==> config.mk <==
export PLATFORM = sky130hd
export DESIGN_NAME = inst_fetch
export DESIGN_NICKNAME = d
export VERILOG_FILES = /design/src/rtl/inst_fetch_pkg.sv /design/src/rtl/fetch_fifo.sv /design/src/rtl/inst_fetch.sv
export SDC_FILE = /design/constraint.sdc
export NUM_CORES = 1
export LEC_CHECK = 0
export CORE_MARGIN = 2
export CORE_UTILIZATION = 49
export CTS_CLUSTER_SIZE = 14
export DETAILED_ROUTE_END_ITERATION = 16
export PLACE_DENSITY = 0.81
export SLEW_MARGIN = 40
export SYNTH_ARGS = -nofsm -noshare
export SYNTH_HDL_FRONTEND = slang
export SYNTH_HIERARCHICAL = 1
export SYNTH_SLANG_ARGS = --single-unit
==> constraint.sdc <==
create_clock -name i_clk -period 7.62 [get_ports i_clk]
set_clock_uncertainty 0.15 [all_clocks]
set_input_delay 1.143 -clock i_clk [delete_from_list [all_inputs] [get_ports i_clk]]
set_output_delay 1.143 -clock i_clk [all_outputs]
set_load 0.005 [all_outputs]
==> src/rtl/inst_fetch_pkg.sv <==
// Shared constants and types for the RV32I instruction fetch unit.
package inst_fetch_pkg;

    localparam int unsigned INST_ADDR_BUS = 32;
    localparam int unsigned INST_BUS      = 32;
    localparam logic [INST_BUS-1:0] INST_NOP = 32'h0000_0013;

    typedef enum logic [0:0] {
        StRun,
        StDrain
    } fetch_state_e;

    typedef struct packed {
        logic [INST_BUS-1:0]      inst;
        logic [INST_ADDR_BUS-1:0] addr;
    } inst_entry_t;

endpackage

==> src/rtl/fetch_fifo.sv <==
// Synchronous FIFO with count/full/empty status and a synchronous flush.
module fetch_fifo #(
    parameter int unsigned Width = 32,
    parameter int unsigned Depth = 2
) (
    input  logic                   clk_i,
    input  logic                   rst_ni,
    input  logic                   flush_i,
    input  logic                   push_i,
    input  logic [Width-1:0]       wdata_i,
    input  logic                   pop_i,
    output logic [Width-1:0]       rdata_o,
    output logic                   full_o,
    output logic                   empty_o,
    output logic [$clog2(Depth):0] count_o
);

    localparam int unsigned PtrW = $clog2(Depth);
    localparam logic [PtrW:0] DepthCnt = Depth[PtrW:0];

    logic [Width-1:0] mem_q [Depth];
    logic [PtrW-1:0]  wr_ptr_q, rd_ptr_q;
    logic [PtrW:0]    count_q;
    logic             do_push, do_pop;

    assign full_o  = (count_q == DepthCnt);
    assign empty_o = (count_q == '0);
    assign count_o = count_q;
    assign rdata_o = mem_q[rd_ptr_q];

    // A push into a full FIFO is accepted only when the head leaves in the same cycle.
    assign do_pop  = pop_i & ~empty_o;
    assign do_push = push_i & (~full_o | do_pop);

    always_ff @(posedge clk_i) begin
        if (!rst_ni) begin
            wr_ptr_q <= '0;
            rd_ptr_q <= '0;
            count_q  <= '0;
            for (int i = 0; i < int'(Depth); i++) begin
                mem_q[i] <= '0;
            end
        end else if (flush_i) begin
            wr_ptr_q <= '0;
            rd_ptr_q <= '0;
            count_q  <= '0;
        end else begin
            if (do_push) begin
                mem_q[wr_ptr_q] <= wdata_i;
                wr_ptr_q        <= wr_ptr_q + 1'b1;
            end
            if (do_pop) begin
                rd_ptr_q <= rd_ptr_q + 1'b1;
            end
            count_q <= count_q + {{PtrW{1'b0}}, do_push} - {{PtrW{1'b0}}, do_pop};
        end
    end

endmodule

==> src/rtl/inst_fetch.sv <==
// Instruction fetch: owns the PC, issues word reads, buffers responses for decode and
// discards in-flight fetches after a redirect.
module inst_fetch
    import inst_fetch_pkg::*;
#(
    parameter logic [INST_ADDR_BUS-1:0] RESET_PC = 32'h0000_0000,
    parameter int unsigned              DEPTH    = 2
) (
    input  logic                     i_clk,
    input  logic                     i_rst_n,
    output logic                     o_mem_req,
    output logic [INST_ADDR_BUS-1:0] o_mem_addr,
    input  logic                     i_mem_gnt,
    input  logic                     i_mem_rvalid,
    input  logic [INST_BUS-1:0]      i_mem_rdata,
    input  logic                     i_jump_flag,
    input  logic [INST_ADDR_BUS-1:0] i_jump_addr,
    output logic                     o_inst_valid,
    output logic [INST_BUS-1:0]      o_inst,
    output logic [INST_ADDR_BUS-1:0] o_inst_addr,
    input  logic                     i_id_ready,
    output logic                     o_misalign
);

    localparam int unsigned CntW = $clog2(DEPTH) + 1;
    localparam logic [CntW:0] DepthOcc = DEPTH[CntW:0];

    fetch_state_e             state_q;
    logic [INST_ADDR_BUS-1:0] pc_q;
    logic [CntW-1:0]          discard_q;
    logic                     misalign_q;

    logic                     grant, keep;
    logic [CntW:0]            occupancy;
    logic [CntW-1:0]          in_flight, drain_left;

    logic [INST_ADDR_BUS-1:0] pend_addr;
    logic                     pend_full, pend_empty;
    logic [CntW-1:0]          pend_cnt;
    inst_entry_t              buf_wdata, buf_head;
    logic                     buf_full, buf_empty;
    logic [CntW-1:0]          buf_cnt;

    always_comb begin
        occupancy = {1'b0, pend_cnt} + {1'b0, buf_cnt};
        // Every granted request has a reserved buffer slot, so responses never stall.
        o_mem_req = i_rst_n & (state_q == StRun) & (occupancy < DepthOcc)
                  & ~pend_full & ~buf_full;
        grant      = o_mem_req & i_mem_gnt;
        keep       = i_mem_rvalid & (state_q == StRun) & ~i_jump_flag & ~pend_empty;
        in_flight  = pend_cnt + CntW'(grant) - CntW'(i_mem_rvalid);
        drain_left = discard_q - CntW'(i_mem_rvalid);
        buf_wdata  = '{inst: i_mem_rdata, addr: pend_addr};
    end

    fetch_fifo #(
        .Width (INST_ADDR_BUS),
        .Depth (DEPTH)
    ) u_pend_fifo (
        .clk_i   (i_clk),
        .rst_ni  (i_rst_n),
        .flush_i (i_jump_flag),
        .push_i  (grant),
        .wdata_i (pc_q),
        .pop_i   (keep),
        .rdata_o (pend_addr),
        .full_o  (pend_full),
        .empty_o (pend_empty),
        .count_o (pend_cnt)
    );

    fetch_fifo #(
        .Width ($bits(inst_entry_t)),
        .Depth (DEPTH)
    ) u_inst_fifo (
        .clk_i   (i_clk),
        .rst_ni  (i_rst_n),
        .flush_i (i_jump_flag),
        .push_i  (keep),
        .wdata_i (buf_wdata),
        .pop_i   (o_inst_valid & i_id_ready),
        .rdata_o (buf_head),
        .full_o  (buf_full),
        .empty_o (buf_empty),
        .count_o (buf_cnt)
    );

    always_ff @(posedge i_clk) begin
        if (!i_rst_n) begin
            state_q    <= StRun;
            pc_q       <= RESET_PC;
            discard_q  <= '0;
            misalign_q <= 1'b0;
        end else begin
            misalign_q <= i_jump_flag & (|i_jump_addr[1:0]);
            if (i_jump_flag) begin
                pc_q <= {i_jump_addr[INST_ADDR_BUS-1:2], 2'b00};
            end else if (grant) begin
                pc_q <= pc_q + 32'd4;
            end
            unique case (state_q)
                StRun: begin
                    if (i_jump_flag) begin
                        discard_q <= in_flight;
                        state_q   <= (in_flight != '0) ? StDrain : StRun;
                    end
                end
                StDrain: begin
                    // A redirect here only moves the PC; the stale count is unchanged.
                    discard_q <= drain_left;
                    if (drain_left == '0) begin
                        state_q <= StRun;
                    end
                end
                default: state_q <= StRun;
            endcase
        end
    end

    assign o_mem_addr   = pc_q;
    assign o_inst_valid = ~buf_empty;
    assign o_inst       = buf_empty ? INST_NOP : buf_head.inst;
    assign o_inst_addr  = buf_head.addr;
    assign o_misalign   = misalign_q;

endmodule

# After elaboration in Yosys (flattened, before gate mapping)
# Memory sizes are Yosys's and may differ from the RTL's. A register that Yosys moved wholly into a read port is not among the register bits.
# Index checks and enable logic that the tools add are counted.
# totals
word_cells,90
ram_bits,192
reg_bits,44
latchBits,0
out_inout_bits,99
in_bits,70
mem_count,2
romBits,0
# op_classes
order_cmp,1
bitwise_logic,23
muxes,28
addsub,13
n_div,0
multipliers,0
eq_ne,3
n_reduce_logical,9
shifts,0
# memory_table
memory,words,width,rd,rd_ports_with_merged_regs,wr,line_no,rtl
u_inst_fifo.mem_q,2,64,1,1,2,fetch_fifo.sv:21,logic [Width-1:0] mem_q [Depth];
u_pend_fifo.mem_q,2,32,1,1,2,fetch_fifo.sv:21,
# op_table
op,count
2-to-1 mux 32 bit,4
2-to-1 mux 64 bit,1
OR reduction 64 bit,1
"adder 32 x 3 -> 32 bit, second input constant",1
OR reduction 32 bit,1
2-to-1 mux 1 bit,20
AND 1 bit,14
subtractor 2 x 1 -> 2 bit,4
NOT 1 bit,7
adder 2 x 1 -> 2 bit,3
logical NOT 2 bit,3
"adder 1 bit, second input constant",4
"equality test 2 bit, second input constant",2
case mux 2 bit (2 select lines),1
nonzero test 2 bit,2
OR reduction 2 bit,2
adder 2 x 2 -> 3 bit,1
"less-than comparator 3 x 2 -> 1 bit, second input constant",1
2-to-1 mux 2 bit,1
"inequality test 2 bit, second input constant",1
OR 1 bit,2
case mux 1 bit (2 select lines),1

# Logic depth before layout (Yosys ltp)
# depth
depth_word,13
ltp_mapped,12
depth_no_buf,12

# Cells and area by module
# Netlist, hierarchy kept.
# by_module_without_submodules
mod,area_per_inst_um2,cells_per_inst,instances,seq_area_each_um2
fetch_fifo at u_inst_fifo,5794.3,371,1,3943.8
fetch_fifo at u_pend_fifo,3025.4,202,1,2021.9
inst_fetch,2464.9,321,1,680.7

# Worst setup path before layout
# No wires, ideal clock.
# synth_path
kind,input to register
from,input i_jump_flag
to,memory u_inst_fifo/mem_q[1][0] (netlist bit) (enable)
required_time_ps,6895
t_arrival_ps,7434
setup_time_ps,575
setup_slack_ps,-539
cell_stages,7
n_path_buf,3
cell_sequence,clkbuf_1 buf_1 buf_1 nor4b_1 nor2b_1 inv_1 o21ai_0
# synth_lines
element,line_no,rtl
"start, declared",inst_fetch.sv:16,"input logic i_jump_flag,"
"end, declared",fetch_fifo.sv:21,

# Worst setup path after layout
# layout_path
from,input i_rst_n
to,output o_mem_req
# layout_between
elab_chain_len,4
# layout_rtl
element,line_no,rtl
"start, declared",inst_fetch.sv:10,"input logic i_rst_n,"
AND 1 bit (2 in a row),inst_fetch.sv:47,o_mem_req = i_rst_n & (state_q == StRun) & (occupancy < DepthOcc)
AND 1 bit (2 in a row),inst_fetch.sv:48,& ~pend_full & ~buf_full;
"end, declared",inst_fetch.sv:11,"output logic o_mem_req,"
# Every way passes these cells.

==> impl_metrics.toml <==
[drt]
wl_um = 23900
viasPerCell = 5.45
drtPass1Iterations = 4
vias = 7368
ant_nets = 0
wl_per_cell_um = 17.7
first_iter_violations = 466
drc = 0

[critical_path]
crit_chain = "clkdlybuf4s50_1 -> buf_4 -> nor2b_1 -> nand2_2 -> inv_1 -> clkdlybuf4s50_1"
crit_fanout = 48
critPathTopFamily = "buffers and inverters"
end_kind = "output pin"
critPathArrivalTime_ns = 3.40
path_class = "in -> out"
slowest_stage = "nor2b_1"
crit_path_frequent_cell = "clkdlybuf4s50_1"
slowest_delay_ns = 0.54
crit_buf_inv = 4
required_ns = 6.33
start_kind = "primary input"

[job]
cap_violations = 0

[sta]
max_freq_mhz = 213
drv_slew = 0
post-route-period-util_pct = 61.6
setup_viol = 0
tightest_slew_ns = 0.717
period_minus_slack_ns = 4.69
rsz0062_at_grt = "no"
whs_ns = 0.366
tns_ns = 0
hold_viol_final = 0
relSlewSlack_pct = 52.2

[placed_design]
dpl-instance-area_um2 = 13200
gp_congestion = 0.865
dp_hpwl_um = 15600
io_buffers = 166

[final_layout]
diodes = 0
fin_nets = 1127
drive_above_1_share_pct = 15.1
final_cell_area_um2 = 13900
syn_to_final_growth_pct = 23.3

[yosys]
synth_cell_types = 60
mappedNetlistArea_um2 = 11300
synth_edf_count = 192
yosysSeqAreaShare_pct = 58.9
ys_async_sr_fraction_pct = 0
synth-warning-count = 6
synthCells = 894
ys.flop_type = "edfxtp_1"
synth-seq-cells = 236
syn_avg_cell_area_um2 = 12.6

[floorplanning]
core_area_um2 = 22600
start_util_pct = 49.8
ios = 169
rows = 55
die_w_um = 156
die-area_um2 = 24300
die_y_um = 156

[clock_network]
clkLatencyLatePin_ns = 0.51
cts_hold_buf = 0
htreeDepth = 1
cts.path.max_buffers = 3
cts_buffers = 24
clock-root-buffer = "clkbuf_16"
ctsResizeCount = 0
cts_tree = "done"
cts_sinks = 236
cts_setup_buffers = 0
path_clk_slew_ns = 0.06

[min_path]
hold_class = "reg -> reg"

[global_routing]
grt-ovfl-total = 0
grt_first_pass_wirelength_um = 37700
grt_pass1_vias = 7264
grt_max_degree = 67
grt_antenna_before_repair = 0
gr-usage-all-layers_pct = 19.5

[power]
p_leak_nw = 5.05
power.total_w = 0.00276
peakVddDrop_mv = 0.144
power.density_nw_per_um2 = 198

[status]
status = "finished clean"
registers in the layout (all words and copies together), names as in the netlist, 2 cells and up, named ones only:
name and count:
discard_q 2, o_mem_addr 30, u_inst_fifo/count_o 2, u_inst_fifo/mem_q 128, u_pend_fifo/count_o 2, u_pend_fifo/mem_q 64
logic make-up after synthesis:
| kind of cell | share of synthesized area (%) |
|---|---|
| xor+xnor | 0.931 |
| flops | 58.9 |
| compound gates | 4.70 |
| buf+inv | 2.97 |
| fa+ha+maj | 0.954 |
| mux | 9.86 |
| simple gates | 21.7 |
| other cells | 0.0332 |
cell usage after synthesis, drive strengths merged, types with 12 or more instances:
library cell,n,area share [%]
and2,196,11
edfxtp,192,51
mux2,97,9.7
dfxtp,44,7.8
nor2b,41,2.3
clkbuf,39,1.4
o21ai,30,1.3
nand4,21,1.2
buf,19,1.1
nand3,18,0.84
nor2,18,0.60
nand2,17,0.59
inv,13,0.43
and3,12,0.67
worst reg2reg max path: cells and delay by family, from the launching register on:
| kind | cells | cell delay, ns |
|---|---|---|
| and+or+nand+nor | 5 | 1.40 |
| buffers and inverters | 3 | 0.95 |
| adders and majority gates | 1 | 0.46 |
| DFF | 1 | 0.51 |
path summary, 6_finish.rpt:
| check | startpoint | end | slack [ns] | cells past startpoint |
|---|---|---|---|---|
| worst max-delay path | i_rst_n | o_mem_req | 2.93 | 6 |
| worst min-delay path | u_pend_fifo/rd_ptr_q | flop | 0.37 | 2 |
| worst max register to register | u_pend_fifo/count_o[0] | u_pend_fifo/mem_q[0][29] | 3.79 | 9 |
| worst min register to register | u_pend_fifo/rd_ptr_q | flop | 0.37 | 2 |
layout by cell type (no fill, tap or decap), drive strengths merged, types with 7 or more instances in the layout:
cell,instances
nor3b,7
nand4,21
and2,196
mux2,97
clkdlybuf4s50,166
o21ai,30
nor2b,41
dfxtp,44
ha,7
inv,13
edfxtp,192
and4,9
xor2,8
buf,16
and3,12
nor3,9
clkbuf,31
nand2b,7
nand2,17
a31oi,8
clkinv,11
a21oi,7
nor2,18
nand3,18
or3,7
per-layer routing:
metal	vias up	part of all wire [%]	GRT usage, %
met4	0	2.0	5.24
li1	3546	-	-
met5	-	0	0
met2	303	46	31.8
met1	3481	45	27.3
met3	38	6.8	3.28
final cells by class:
type | instances | area, µm²
fillers | 1719 | 8720
multi-input cells | 592 | 4340
well taps | 285 | 357
clock buffers | 31 | 648
inverters | 13 | 48.8
flip-flops and latches | 236 | 6650
repair buffers | 182 | 1800
clock inverters | 12 | 78.8
through the flow:
| stage | worst slack, ns | utilization (%) | cells |
|---|---|---|---|
| final | 2.93 | 61.5 | 1351 |
| after global routing | 2.75 | 61.5 | 1351 |
| after CTS | 2.94 | 61.5 | 1351 |
| after detailed placement | 2.71 | 58.2 | 1308 |
| after global placement | 2.79 | 58.1 | 1306 |
| after floorplan | 1.19 | - | 899 |
where the power goes:
group | switching (W) | total (W) | internal (W)
logic | 0.0000854 | 0.000189 | 0.000104
clock network | 0.000459 | 0.00109 | 0.000631
registers | 0.0000413 | 0.00148 | 0.00144
(Power assumes the default switching activity.)
